--- config.mk ---
export PLATFORM = sky130hd
export DESIGN_NAME = mult_seq_ctrl
export DESIGN_NICKNAME = d
export VERILOG_FILES = /design/src/rtl/mult_seq_ctrl.sv
export SDC_FILE = /design/constraint.sdc
export NUM_CORES = 1
export LEC_CHECK = 0
export ABC_AREA = 1
export CORE_MARGIN = 8
export CORE_UTILIZATION = 40
export CTS_CLUSTER_SIZE = 12
export DETAILED_ROUTE_END_ITERATION = 10
export PLACE_DENSITY = 0.81
export SLEW_MARGIN = 20
export SYNTH_ARGS = -nofsm -noshare
export SYNTH_HDL_FRONTEND = slang
export SYNTH_SLANG_ARGS = --single-unit
--- constraint.sdc ---
create_clock -name clk -period 1.4 [get_ports clk]
set_input_delay 0.35 -clock clk [delete_from_list [all_inputs] [get_ports clk]]
set_output_delay 0.35 -clock clk [all_outputs]
set_load 0.1 [all_outputs]
--- src/rtl/mult_seq_ctrl.sv ---
// Sequential shift-and-add multiplier that borrows the core's external 32-bit adder, one add per cycle.
// Optional signed mode (sgn port plus two negate-fixup states) is enabled by defining MULT_SIGNED_EN.
module mult_seq_ctrl #(
  parameter int WIDTH = 32
) (
  input  logic             clk,
  input  logic             rst_n,
  input  logic             start,
  input  logic [WIDTH-1:0] a,
  input  logic [WIDTH-1:0] b,
`ifdef MULT_SIGNED_EN
  input  logic             sgn,
`endif
  output logic [WIDTH-1:0] add_x,
  output logic [WIDTH-1:0] add_y,
  output logic             add_cin,
  input  logic [WIDTH-1:0] add_sum,
  input  logic             add_cout,
  output logic             busy,
  output logic             done,
  output logic [WIDTH-1:0] hi,
  output logic [WIDTH-1:0] lo
);

  localparam int CNT_W = $clog2(WIDTH) + 1;

  typedef enum logic [1:0] {S_IDLE, S_RUN, S_FIX1, S_FIX2} state_t;

  state_t           state_q;
  logic [WIDTH-1:0] mcand_q;
  logic [WIDTH-1:0] hi_q;
  logic [WIDTH-1:0] lo_q;
  logic [CNT_W-1:0] count_q;
  logic             busy_q;
  logic             done_q;
  logic [WIDTH-1:0] a_ld_d;
  logic [WIDTH-1:0] b_ld_d;
  logic [WIDTH-1:0] add_x_d;
  logic [WIDTH-1:0] add_y_d;
  logic             add_cin_d;
  logic             last_step_d;

`ifdef MULT_SIGNED_EN
  logic sgn_q;
  logic neg_q;
  logic carry_q;

  // Signed operands are multiplied as magnitudes; the sign is restored in FIX1/FIX2.
  assign a_ld_d = (sgn && a[WIDTH-1]) ? (~a + WIDTH'(1)) : a;
  assign b_ld_d = (sgn && b[WIDTH-1]) ? (~b + WIDTH'(1)) : b;
`else
  assign a_ld_d = a;
  assign b_ld_d = b;
`endif

  assign last_step_d = (count_q == CNT_W'(WIDTH - 1));

  // Adder operands are combinational so the sum returns within the same cycle.
  always_comb begin
    add_x_d   = '0;
    add_y_d   = '0;
    add_cin_d = 1'b0;
    case (state_q)
      S_RUN: begin
        add_x_d = hi_q;
        add_y_d = lo_q[0] ? mcand_q : '0;
      end
`ifdef MULT_SIGNED_EN
      S_FIX1: begin
        add_x_d   = neg_q ? ~lo_q : lo_q;
        add_cin_d = neg_q;
      end
      S_FIX2: begin
        add_x_d   = neg_q ? ~hi_q : hi_q;
        add_cin_d = neg_q & carry_q;
      end
`endif
      default: ;
    endcase
  end

  always_ff @(posedge clk) begin
    if (!rst_n) begin
      state_q <= S_IDLE;
      mcand_q <= '0;
      hi_q    <= '0;
      lo_q    <= '0;
      count_q <= '0;
      busy_q  <= 1'b0;
      done_q  <= 1'b0;
`ifdef MULT_SIGNED_EN
      sgn_q   <= 1'b0;
      neg_q   <= 1'b0;
      carry_q <= 1'b0;
`endif
    end else begin
      done_q <= 1'b0;
      case (state_q)
        S_IDLE: begin
          if (start) begin
            mcand_q <= a_ld_d;
            hi_q    <= '0;
            lo_q    <= b_ld_d;
            count_q <= '0;
            busy_q  <= 1'b1;
            state_q <= S_RUN;
`ifdef MULT_SIGNED_EN
            sgn_q   <= sgn;
            neg_q   <= sgn & (a[WIDTH-1] ^ b[WIDTH-1]);
`endif
          end
        end
        S_RUN: begin
          // Carry-out becomes the new MSB while the product shifts right one bit.
          {hi_q, lo_q} <= {add_cout, add_sum, lo_q[WIDTH-1:1]};
          count_q      <= count_q + CNT_W'(1);
          if (last_step_d) begin
`ifdef MULT_SIGNED_EN
            if (sgn_q) begin
              state_q <= S_FIX1;
            end else begin
              state_q <= S_IDLE;
              busy_q  <= 1'b0;
              done_q  <= 1'b1;
            end
`else
            state_q <= S_IDLE;
            busy_q  <= 1'b0;
            done_q  <= 1'b1;
`endif
          end
        end
`ifdef MULT_SIGNED_EN
        S_FIX1: begin
          lo_q    <= add_sum;
          carry_q <= add_cout;
          state_q <= S_FIX2;
        end
        S_FIX2: begin
          hi_q    <= add_sum;
          busy_q  <= 1'b0;
          done_q  <= 1'b1;
          state_q <= S_IDLE;
        end
`endif
        default: state_q <= S_IDLE;
      endcase
    end
  end

  assign add_x   = add_x_d;
  assign add_y   = add_y_d;
  assign add_cin = add_cin_d;
  assign busy    = busy_q;
  assign done    = done_q;
  assign hi      = hi_q;
  assign lo      = lo_q;

endmodule

Word level (Yosys, flattened, before mapping)
Index checks and enable logic that the tools add are counted.
{"block": "word_totals", "word_cells": 35, "output_inout_bits": 131, "register_bits": 106, "input_bits": 100}
{"block": "op_classes", "n_eq_ne": 4, "n_reduce_logical": 7, "mux": 16, "addsub": 1}
{"cell": "two-way mux 32 bit", "count": 5}
{"cell": "case mux 32 bit (2 select lines)", "count": 2}
{"cell": "case mux 6 bit (2 select lines)", "count": 1}
{"cell": "AND reduction 2 bit", "count": 4}
{"cell": "adder 6 x 1 -> 6 bit (second input constant)", "count": 1}
{"cell": "equality test 6 x 5 -> 1 bit (second input constant)", "count": 1}
{"cell": "two-way mux 6 bit", "count": 1}
{"cell": "two-way mux 2 bit", "count": 2}
{"cell": "inequality test 2 bit (second input constant)", "count": 2}
{"cell": "case mux 2 bit (2 select lines)", "count": 1}
{"cell": "two-way mux 1 bit", "count": 3}
{"cell": "AND reduction 3 bit", "count": 1}
{"cell": "equality test 2 x 1 -> 1 bit (second input constant)", "count": 1}
{"cell": "zero test 2 bit", "count": 1}
{"cell": "case mux 1 bit (2 select lines)", "count": 1}
{"cell": "nonzero test 2 bit", "count": 1}

Longest topological paths before layout
Gate-level depths: netlist (run 1).
{"block": "logic_depth", "ltp_word": 3, "mapped_depth": 8}

Worst setup path before layout (run 1)
Ideal clock, no wire load.
{"block": "synth_timing", "path_type": "register to output", "from": "reg busy (netlist name)", "to": "out add_y[0]", "stages_incl_launch_ff": 5, "setup_slack_ns": -1.871, "required_time_ns": 1.050, "arrival_time_ns": 2.921, "path_cell_list": "dfxtp_1 > buf_2 > nand2_1 > buf_2 > nor2_1"}
{"element": "end, declared", "line": "15", "text": "output logic [WIDTH-1:0] add_y,"}

==> key figures, run 1 <==
Outcome
  – Status: complete, but fails checks
  – Failing checks: negative setup slack

Layout
  – Util after Layout: 89.6%
  – Post-route insts no fill: 1039
  – Share of post-route cells with drive strength above 1: 38.0%
  – # fillers: 441
  – Final net count: 994
  – Layout overhead on the synthesized area: 119%
  – Most frequent cells in the layout: nand2_1 (160), buf_12 (142), clkdlybuf4s50_1 (99)
  – Commonest non-fill, non-tap cell in the layout: nand2_1

CTS
  – Total CTS buffers: 9
  – Root buf cell: clkbuf_8
  – CTS tree: built
  – Clk sinks: 104
  – Clk pin slew, worst setup/hold paths: 0.11 ns
  – Clk_lat worst skew: 0.36 ns
  – Clk buf depth: 2
  – H-tree Lvls: 3

Logic synthesis
  – Netlist cell types: 20
  – Top cells by area, synth: dfxtp_1 (47%), nand2_1 (15%), inv_1 (8.5%)
  – Post-synthesis cell area: 4410 µm²
  – Yosys warning count: 0
  – Share of the synthesized area in the top cell type: 47.2%
  – Sequential fraction of the synthesis area: 47.2%
  – Mapped Cells: 638
  – Syn_area_per_cell: 6.92 µm²
  – Leading area contributor after synthesis: dfxtp_1
  – Register bit total from synthesis: 104
  – Synth Net Count: 739

Setup path
  – Worst r2r src: busy
  – Critical path class: register to output port
  – Reg-to-reg endpoint: lo[3]
  – Crit. End Element: output port
  – Crit path DAT: 1.41 ns
  – Worst Path Max Fanout: 24
  – Worst R2R Setup Slack: -0.30 ns
  – CP Launch Type: register
  – Worst EP required: 1.05 ns
  – Reg2Reg Depth: 10

STA
  – Fin worst setup slack: -0.359 ns
  – Final hold vios: 0
  – Fin Hold WS: 0.527 ns
  – Clk_skew: 0.0101 ns
  – Final setup fails: 165
  – Fmax: 568 MHz
  – Period utilisation layout: 126%
  – Pins over their slew limit: 0
  – RSZ-0062 raised after global routing: yes
  – Post-layout min period: 1.76 ns

Die
  – Die height: 121 µm
  – Chip Width: 121 µm
  – Row count: 38
  – Core area: 10800 µm²
  – Die ar.: 14700 µm²
  – I/O pins: 231
  – Initial Utilization: 40.9%

Global routing
  – Grt ovf: 0
  – Vias in the first global route: 5292
  – All-Layer GR Usage: 23.3%
  – Initial antenna violation count: 1
  – First-pass GRT wire length: 27.4 mm
  – Largest net degree at the start of global routing: 35

Hold path
  – Worst hold-check path type: primary input to register
  – Worst hold endpoint: mcand_q[15]
  – Worst Hold Depth: 3
  – Hold path startpoint: a[15]

Pwr
  – Power density cells: 908 nW/µm²
  – VDD IR max: 0.648 mV
  – Leakage: 3.92 nW

Drt
  – DRT antenna net count: 0
  – Initial DRC count: 414
  – DR pass1 iterations: 5
  – Vias: 5516
  – Vias per inst: 5.31
  – WL final: 20.8 mm
  – Wire per inst: 20.0 µm
  – DRC viols: 0

Place
  – DPL Wire Length: 13.5 mm
  – Placed cell count: 994
  – Gpl congestion: 0.824
  – Port-buffer cells: 229

Run
  – Max-cap violation count: 0
==> critical path, cell delays in order (launching register included) <==
cell and delay [ns]:
dfxtp_4 0.45, buf_12 0.19, nand2_1 0.11, clkinvlp_4 0.12, buf_12 0.17
==> sequential cells by signal, indices dropped and copies added, names as in the netlist <==
name	flops
mcand_q	32
done	1
count_q	6
hi	32
lo	32
busy	1
==> cell usage after synthesis <==
master      n
conb_1      1
inv_1     100
o21ai_1    30
inv_2       2
and2_0      1
buf_4       3
a21oi_1     3
buf_2      29
nor3b_1     1
ha_1        1
clkbuf_1   10
dfxtp_1   104
o21ai_0     3
a22oi_1    33
nand2_1   174
nor2_2      2
nand2_2     1
nand3_1    67
nor2_1     71
nand4_1     2
==> routing by layer <==
layer	track usage [%]	wire, µm	vias to the layer above
met1	24.6	7300	2656
li1	-	-	2477
met2	43.1	11200	321
met4	7.88	685	0
met5	0	0	-
met3	6.61	1620	62
==> report_power, final <==
part	switching, mW	internal (mW)
combinational	2.05	1.40
sequential	0.216	3.16
clock	1.10	0.849
==> kinds of logic after synthesis <==
kind of cell               synth area share (%)
AOI/OAI and AO/OA                          9.69
adders and majority gates                 0.283
buffers and inverters                      13.3
DFF                                        47.2
other                                    0.0850
and+or+nand+nor                            29.5
==> per-stage QoR <==
stage / setup slack, ns / instance area (µm²) / setup TNS [ns] / power (mW)
after floorplan: -0.447 / 4890 / -25.55 / 5.14
after global placement: -0.229 / 8750 / -15.64 / 6.35
after detailed placement: -0.322 / 8750 / -21.94 / 6.43
after CTS: -0.361 / 9070 / -29.49 / 8.41
after global routing: -0.419 / 9670 / -47.98 / 9.07
final: -0.359 / 9670 / -39.54 / 8.78
==> how the worst max path moves through the flow <==
stage               start   endpoint  cells after the start
floorplan            busy   add_y[0]                      4
global placement    start      lo[5]                      6
detailed placement  start     lo[22]                      6
CTS                  busy  add_x[10]                      4
global route         busy   add_x[7]                      4
finish               busy   add_x[7]                      4
==> cell type report <==
cell class	instances	area, µm²	area share (%)
timing repair buffer	286	4480	46.3
multi-input combinational	390	2170	22.4
sequential	104	2130	22.1
inverter	102	515	5.33
tap	140	175	1.81
clock buffer	9	124	1.28
clock inverter	7	75.1	0.776
antenna	1	2.50	0.0259
==> what timing repair did <==
action | in CTS | in global routing
buffers inserted | 4 | 9
pin swaps | 1 | 7
setup endpoints to repair | 65 | 168
gates resized for setup | 21 | 54
cloned | 1 | 15
hold buffers | 0 | 0
Note: power is estimated with default switching activity, not from simulation.
==> run 2, diff against run 1 <==
--- a/config.mk
+++ b/config.mk
@@ -6,7 +6,7 @@
 export NUM_CORES = 1
 export LEC_CHECK = 0
 export ABC_AREA = 1
-export CORE_MARGIN = 8
+export CORE_MARGIN = 4
 export CORE_UTILIZATION = 40
 export CTS_CLUSTER_SIZE = 12
 export DETAILED_ROUTE_END_ITERATION = 10
==> run 2 against run 1 <==
Net effect:
- the run still ends with negative setup slack left
- wire length decreased by 18%
- clock-buffer cell count increased by 4
- register-to-register slack improved by 0.15 ns
- critical path depth unchanged
- cell area decreased by 4.3%
- via count decreased by 7.3%
- core utilization decreased by 4.2 points
- flip-flop and latch count unchanged
==> key figures, run 2 (synthesis gave the netlist of run 1 again) <==
STA
  – Post-layout min period: 1.70 ns (was 1.76 ns)
  – Pins over their slew limit: 0 (unchanged)
  – Final setup fails: 148 (was 165)
  – Fin worst setup slack: -0.303 ns (was -0.359 ns)
  – Clk_skew: 0.00810 ns (was 0.0101 ns)
  – Fmax: 587 MHz (was 568 MHz)
  – Final hold vios: 0 (unchanged)
  – Period utilisation layout: 122% (was 126%)
  – RSZ-0062 raised after global routing: yes (unchanged)

CTS
  – CTS tree: built (unchanged)
  – Clk buf depth: 2 (unchanged)
  – Clk sinks: 104 (unchanged)
  – Total CTS buffers: 9 (unchanged)
  – Clk_lat worst skew: 0.35 ns (was 0.36 ns)
  – Clk pin slew, worst setup/hold paths: 0.09 ns (was 0.11 ns)
  – Cts hold-fix bufs: 0 (unchanged)
  – Root buf cell: clkbuf_8 (unchanged)
  – H-tree Lvls: 3 (unchanged)

Drt
  – Wire per inst: 16.7 µm (was 20.0 µm)
  – WL final: 17.1 mm (was 20.8 mm)
  – Initial DRC count: 392 (was 414)
  – DRT antenna net count: 0 (unchanged)
  – DR pass1 iterations: 5 (unchanged)
  – DRC viols: 0 (unchanged)
  – Vias: 5115 (was 5516)
  – Vias per inst: 5.00 (was 5.31)

Outcome
  – Failing checks: negative setup slack (unchanged)
  – Status: complete, but fails checks (unchanged)

Die
  – Initial Utilization: 40.7% (was 40.9%)
  – I/O pins: 231 (unchanged)
  – Core area: 10800 µm² (about the same)
  – Chip Width: 113 µm (was 121 µm)
  – Die ar.: 12800 µm² (was 14700 µm²)
  – Row count: 38 (unchanged)
  – Die height: 113 µm (was 121 µm)

Place
  – Placed cell count: 998 (was 994)
  – Gpl congestion: 0.815 (was 0.824)
  – Port-buffer cells: 229 (unchanged)
  – Placed Instance Area: 8780 µm² (was 8750 µm²)
  – Setup slack at placement: -0.326 ns (was -0.322 ns)
  – DPL Wire Length: 12.4 mm (was 13.5 mm)

Setup path
  – Worst r2r src: busy (unchanged)
  – Worst R2R Setup Slack: -0.15 ns (was -0.30 ns)
  – Reg2Reg Depth: 9 (was 10)
  – Critical path class: register to output port (unchanged)
  – Worst EP required: 1.05 ns (about the same)
  – Crit. End Element: output port (unchanged)
  – Worst Setup SP: busy (unchanged)
  – Worst Path Max Fanout: 10 (was 24)
  – CP Launch Type: register (unchanged)
  – Crit path DAT: 1.35 ns (was 1.41 ns)

Layout
  – Util after Layout: 85.4% (was 89.6%)
  – Most frequent cells in the layout: nand2_1 (160), buf_12 (141), clkdlybuf4s50_1 (99) (was nand2_1 (160), buf_12 (142), clkdlybuf4s50_1 (99))
  – Share of post-route cells with drive strength above 1: 35.5% (was 38.0%)
  – Final net count: 980 (was 994)
  – Ant. Diodes: 0 (was 1)
  – Post-route insts no fill: 1024 (was 1039)
  – Layout overhead on the synthesized area: 110% (was 119%)
  – Commonest non-fill, non-tap cell in the layout: nand2_1 (unchanged)
  – Final Instance Area: 9260 µm² (was 9670 µm²)

Global routing
  – Grt ovf: 0 (unchanged)
  – Vias in the first global route: 5145 (was 5292)
  – Initial antenna violation count: 0 (was 1)
  – All-Layer GR Usage: 25.7% (was 23.3%)
  – First-pass GRT wire length: 26.5 mm (was 27.4 mm)
  – Largest net degree at the start of global routing: 35 (unchanged)

Hold path
  – Hold path startpoint: mcand_q[5] (was a[15])
  – Worst Hold Depth: 2 (was 3)
  – Worst hold-check path type: register to register (was primary input to register)

Pwr
  – Total power: 8.35 mW (was 8.78 mW)
  – Power density cells: 903 nW/µm² (was 908 nW/µm²)
  – Leakage: 3.72 nW (was 3.92 nW)
  – VDD IR max: 0.681 mV (was 0.648 mV)

Run
  – Max-cap violation count: 0 (unchanged)
==> run 2: cell count changes in the layout (fill, tap and decap cells not counted), sizes merged <==
cell	previous run	this run
inv	73	71
buf	176	171
diode	1	0
clkbuf	20	14
bufbuf	0	1
clkinvlp	32	33
clkinv	3	1
bufinv	1	0
==> run 2: timing repair <==
action | CTS | global route
gates resized for setup | 10 | 30
gates cloned | 3 | 1
setup endpoints to repair | 130 | 168
setup buffers | 3 | 3
pin swaps | 3 | 2
==> run 2: routing by layer <==
layer / routed length [µm] / global-route usage [%] / share of wire (%)
met1: 6160 / 27.7 / 36
met2: 9150 / 48.5 / 54
met3: 1170 / 5.45 / 6.9
met4: 592 / 10.0 / 3.5
met5: 0 / 0 / 0
==> run 2: final timing paths <==
path / to
worst max-delay path: add_y[19]
worst min-delay path: mcand_q[5]
worst max register to register: lo[16]
worst min register to register: mcand_q[5]
==> run 2: report_power, final <==
group / internal (mW) / switching (mW) / total (mW)
sequential: 3.16 / 0.205 / 3.37
clock: 0.812 / 1.00 / 1.82
combinational: 1.25 / 1.92 / 3.17
total: 5.23 / 3.13 / 8.35
==> run 2: per-stage QoR <==
| step | TNS [ns] | hold slack [ns] |
|---|---|---|
| finish | -24.77 | 0.527 |
| global route | -35.91 | 0.527 |
| CTS | -26.27 | 0.526 |
| detailed placement | -25.22 | 0.510 |
| global placement | -17.86 | 0.504 |
| floorplan | -25.55 | 0.463 |
==> run 2: critical path, cell delays in order (launching register included) <==
cell and delay (ns):
dfxtp_4 0.42, nand2_8 0.12, buf_4 0.18, nor2_4 0.12, buf_12 0.18
==> run 2: layout make-up <==
class	instances	area, µm²
clock buffer	13	170
clock inverter	3	22.5
fill	541	1590
inverter	102	503
multi-input combinational	390	2080
sequential	104	2130
tap	140	175
timing repair buffer	272	4170
==> run 3, diff against run 2 <==
--- a/config.mk
+++ b/config.mk
@@ -7,10 +7,11 @@
 export LEC_CHECK = 0
 export ABC_AREA = 1
 export CORE_MARGIN = 4
-export CORE_UTILIZATION = 40
+export CORE_UTILIZATION = 41
+export CTS_BUF_LIST = sky130_fd_sc_hd__clkbuf_8
 export CTS_CLUSTER_SIZE = 12
 export DETAILED_ROUTE_END_ITERATION = 10
-export PLACE_DENSITY = 0.81
+export PLACE_DENSITY = 0.83
 export SLEW_MARGIN = 20
 export SYNTH_ARGS = -nofsm -noshare
 export SYNTH_HDL_FRONTEND = slang
==> run 3 against run 2 <==
Net effect:
- flip-flop and latch count unchanged
- setup slack worse by 0.13 ns
- combinational power up 9.8%
- via count up 13%
- critical path depth unchanged
- the flow still finishes with violations (negative setup slack)
- non-clock buffer count up 8
- fmax down 7.1%
- critical endpoint is now add_x[14]
==> key figures, run 3 (synthesis gave the netlist of run 1 again) <==
CTS
  – Clk pin slew, worst setup/hold paths: 0.11 ns (was 0.09 ns)
  – H-tree Lvls: 3 (unchanged)
  – Root buf cell: clkbuf_8 (unchanged)
  – Cts hold-fix bufs: 0 (unchanged)
  – Clk sinks: 104 (unchanged)
  – CTS tree: built (unchanged)
  – Total CTS buffers: 9 (unchanged)
  – Clk buf depth: 2 (unchanged)
  – Clk_lat worst skew: 0.37 ns (was 0.35 ns)

STA
  – Setup TNS: -41.18 ns (was -24.77 ns)
  – Pins over their slew limit: 0 (unchanged)
  – RSZ-0062 raised after global routing: yes (unchanged)
  – Final hold vios: 0 (unchanged)
  – Fmax: 545 MHz (was 587 MHz)
  – Final setup fails: 168 (was 148)
  – Period utilisation layout: 131% (was 122%)
  – Post-layout min period: 1.83 ns (was 1.70 ns)
  – Clk_skew: 0.0160 ns (was 0.00810 ns)
  – Fin worst setup slack: -0.434 ns (was -0.303 ns)

Drt
  – Wire per inst: 22.8 µm (was 16.7 µm)
  – Vias per inst: 5.62 (was 5.00)
  – DRT antenna net count: 0 (unchanged)
  – WL final: 23.3 mm (was 17.1 mm)
  – Initial DRC count: 507 (was 392)
  – DRC viols: 0 (unchanged)
  – DR pass1 iterations: 6 (was 5)
  – Vias: 5766 (was 5115)

Setup path
  – Reg2Reg Depth: 7 (was 9)
  – CP Launch Type: register (unchanged)
  – Worst R2R Setup Slack: -0.39 ns (was -0.15 ns)
  – Critical path class: register to output port (unchanged)
  – CP Cell Sequence: buf_12 > nand2_1 > clkinvlp_4 > buf_12 (was nand2_8 > buf_4 > nor2_4 > buf_12)
  – Worst EP required: 1.05 ns (about the same)
  – Most frequent CP cell: buf_12
  – Worst Setup SP: busy (unchanged)
  – Crit-path slowest cell: dfxtp_4 (unchanged)
  – Largest stage delay on the critical path: 0.46 ns (was 0.42 ns)
  – Crit path DAT: 1.48 ns (was 1.35 ns)
  – Crit. End Element: output port (unchanged)
  – Worst r2r src: busy (unchanged)
  – Worst Path Max Fanout: 34 (was 10)
  – Reg-to-reg endpoint: hi[10] (was lo[16])

Place
  – Port-buffer cells: 229 (unchanged)
  – Placed cell count: 985 (was 998)
  – Gpl congestion: 0.818 (was 0.815)
  – DPL Wire Length: 13.1 mm (was 12.4 mm)
  – Setup slack at placement: -0.299 ns (was -0.326 ns)
  – Placed Instance Area: 8690 µm² (was 8780 µm²)

Global routing
  – Grt ovf: 0 (unchanged)
  – Vias in the first global route: 5345 (was 5145)
  – Largest net degree at the start of global routing: 37 (was 35)
  – First-pass GRT wire length: 28.0 mm (was 26.5 mm)
  – All-Layer GR Usage: 27.6% (was 25.7%)
  – Initial antenna violation count: 1 (was 0)

Die
  – Core area: 10400 µm² (was 10800 µm²)
  – Row count: 37 (was 38)
  – Chip Width: 112 µm (was 113 µm)
  – Die height: 112 µm (was 113 µm)
  – Initial Utilization: 42.4% (was 40.7%)
  – I/O pins: 231 (unchanged)
  – Die ar.: 12500 µm² (was 12800 µm²)

Layout
  – Most frequent cells in the layout: nand2_1 (153), buf_12 (143), clkdlybuf4s50_1 (98) (was nand2_1 (160), buf_12 (141), clkdlybuf4s50_1 (99))
  – Share of post-route cells with drive strength above 1: 37.5% (was 35.5%)
  – Post-route insts no fill: 1026 (was 1024)
  – Layout overhead on the synthesized area: 117% (was 110%)
  – Final net count: 988 (was 980)
  – Final Instance Area: 9590 µm² (was 9260 µm²)
  – Commonest non-fill, non-tap cell in the layout: nand2_1 (unchanged)

Pwr
  – Seq pwr share: 39.2% (was 40.3%)
  – Sw Ratio: 39.5% (was 37.4%)
  – VDD IR max: 0.653 mV (was 0.681 mV)
  – Total power: 8.67 mW (was 8.35 mW)
  – Cell-internal power: 5.25 mW (was 5.23 mW)
  – Clock power share: 20.6% (was 21.7%)
  – Combinational power share: 40.2% (was 38.0%)
  – Power density cells: 904 nW/µm² (was 903 nW/µm²)
  – Psw: 3.42 mW (was 3.13 mW)
  – Leakage: 3.98 nW (was 3.72 nW)

Hold path
  – Worst hold endpoint: mcand_q[16] (was mcand_q[5])
  – Worst hold-check path type: register to register (unchanged)
  – Worst Hold Depth: 2 (unchanged)
  – Hold path startpoint: mcand_q[16] (was mcand_q[5])

Outcome
  – Failing checks: negative setup slack (unchanged)
  – Status: complete, but fails checks (unchanged)

Run
  – Max-cap violation count: 0 (unchanged)
-- run 3: changes by cell type in the layout (fill, tap and decap cells not counted), sizes merged --
cell,delta
clkdlybuf4s50,-1
clkinvlp,-1
buf,+1
inv,-1
diode,+1
bufbuf,-1
clkbuf,+6
clkinv,+1
dlymetal6s2s,+1
-- run 3: cell type report --
type                    count  area, µm²
repair buffers            280       4400
multi-input cells         390       2210
flip-flops and latches    104       2130
fillers                   345        827
inverters                 102        515
well taps                 136        170
clock buffers              11        151
clock inverters             2       8.76
diodes                      1       2.50
-- run 3: what timing repair did --
item                                    in CTS  in global routing
endpoints found under the setup margin     103                137
buffers inserted                             2                 15
pin swaps                                    1                  4
gates resized for setup                     19                 74
cloned                                       2                 10
-- run 3: worst max path at each step --
stage,endpoint,slack (ns)
final,add_x[14],-0.43
after floorplan,add_y[0],-0.45
after global placement,lo[7],-0.22
after detailed placement,mcand_q[28],-0.30
after global routing,add_x[14],-0.47
after CTS,add_x[11],-0.34
-- run 3: power groups by stage --
stage | Sequential (mW) | Clock, mW | Combinational (mW)
final | 3.40 | 1.78 | 3.48
after global routing | 3.42 | 1.89 | 3.58
after detailed placement | 3.43 | 0 | 2.98
after floorplan | 4.22 | 0 | 0.927
after CTS | 3.37 | 1.69 | 3.04
after global placement | 3.41 | 0 | 2.91
-- run 3: metal layers --
metal | part of all wire (%) | vias to the layer above | GRT usage, %
met3 | 8.3 | 112 | 6.03
met2 | 54 | 444 | 52.3
met1 | 32 | 2739 | 29.3
li1 | - | 2471 | -
met5 | 0 | - | 0
met4 | 6.0 | 0 | 11.2
-- run 3: worst max-delay path: cells and delay by family (launching register included) --
family,cells,cell delay (ns)
DFF,1,0.46
and+or+nand+nor,1,0.13
buffers and inverters,3,0.51
-- run 3: per-stage QoR --
step | utilization (%) | hold slack (ns)
global placement | 83.5 | 0.501
CTS | 86.1 | 0.524
global route | 92.1 | 0.548
floorplan | - | 0.463
finish | 92.1 | 0.531
detailed placement | 83.5 | 0.511
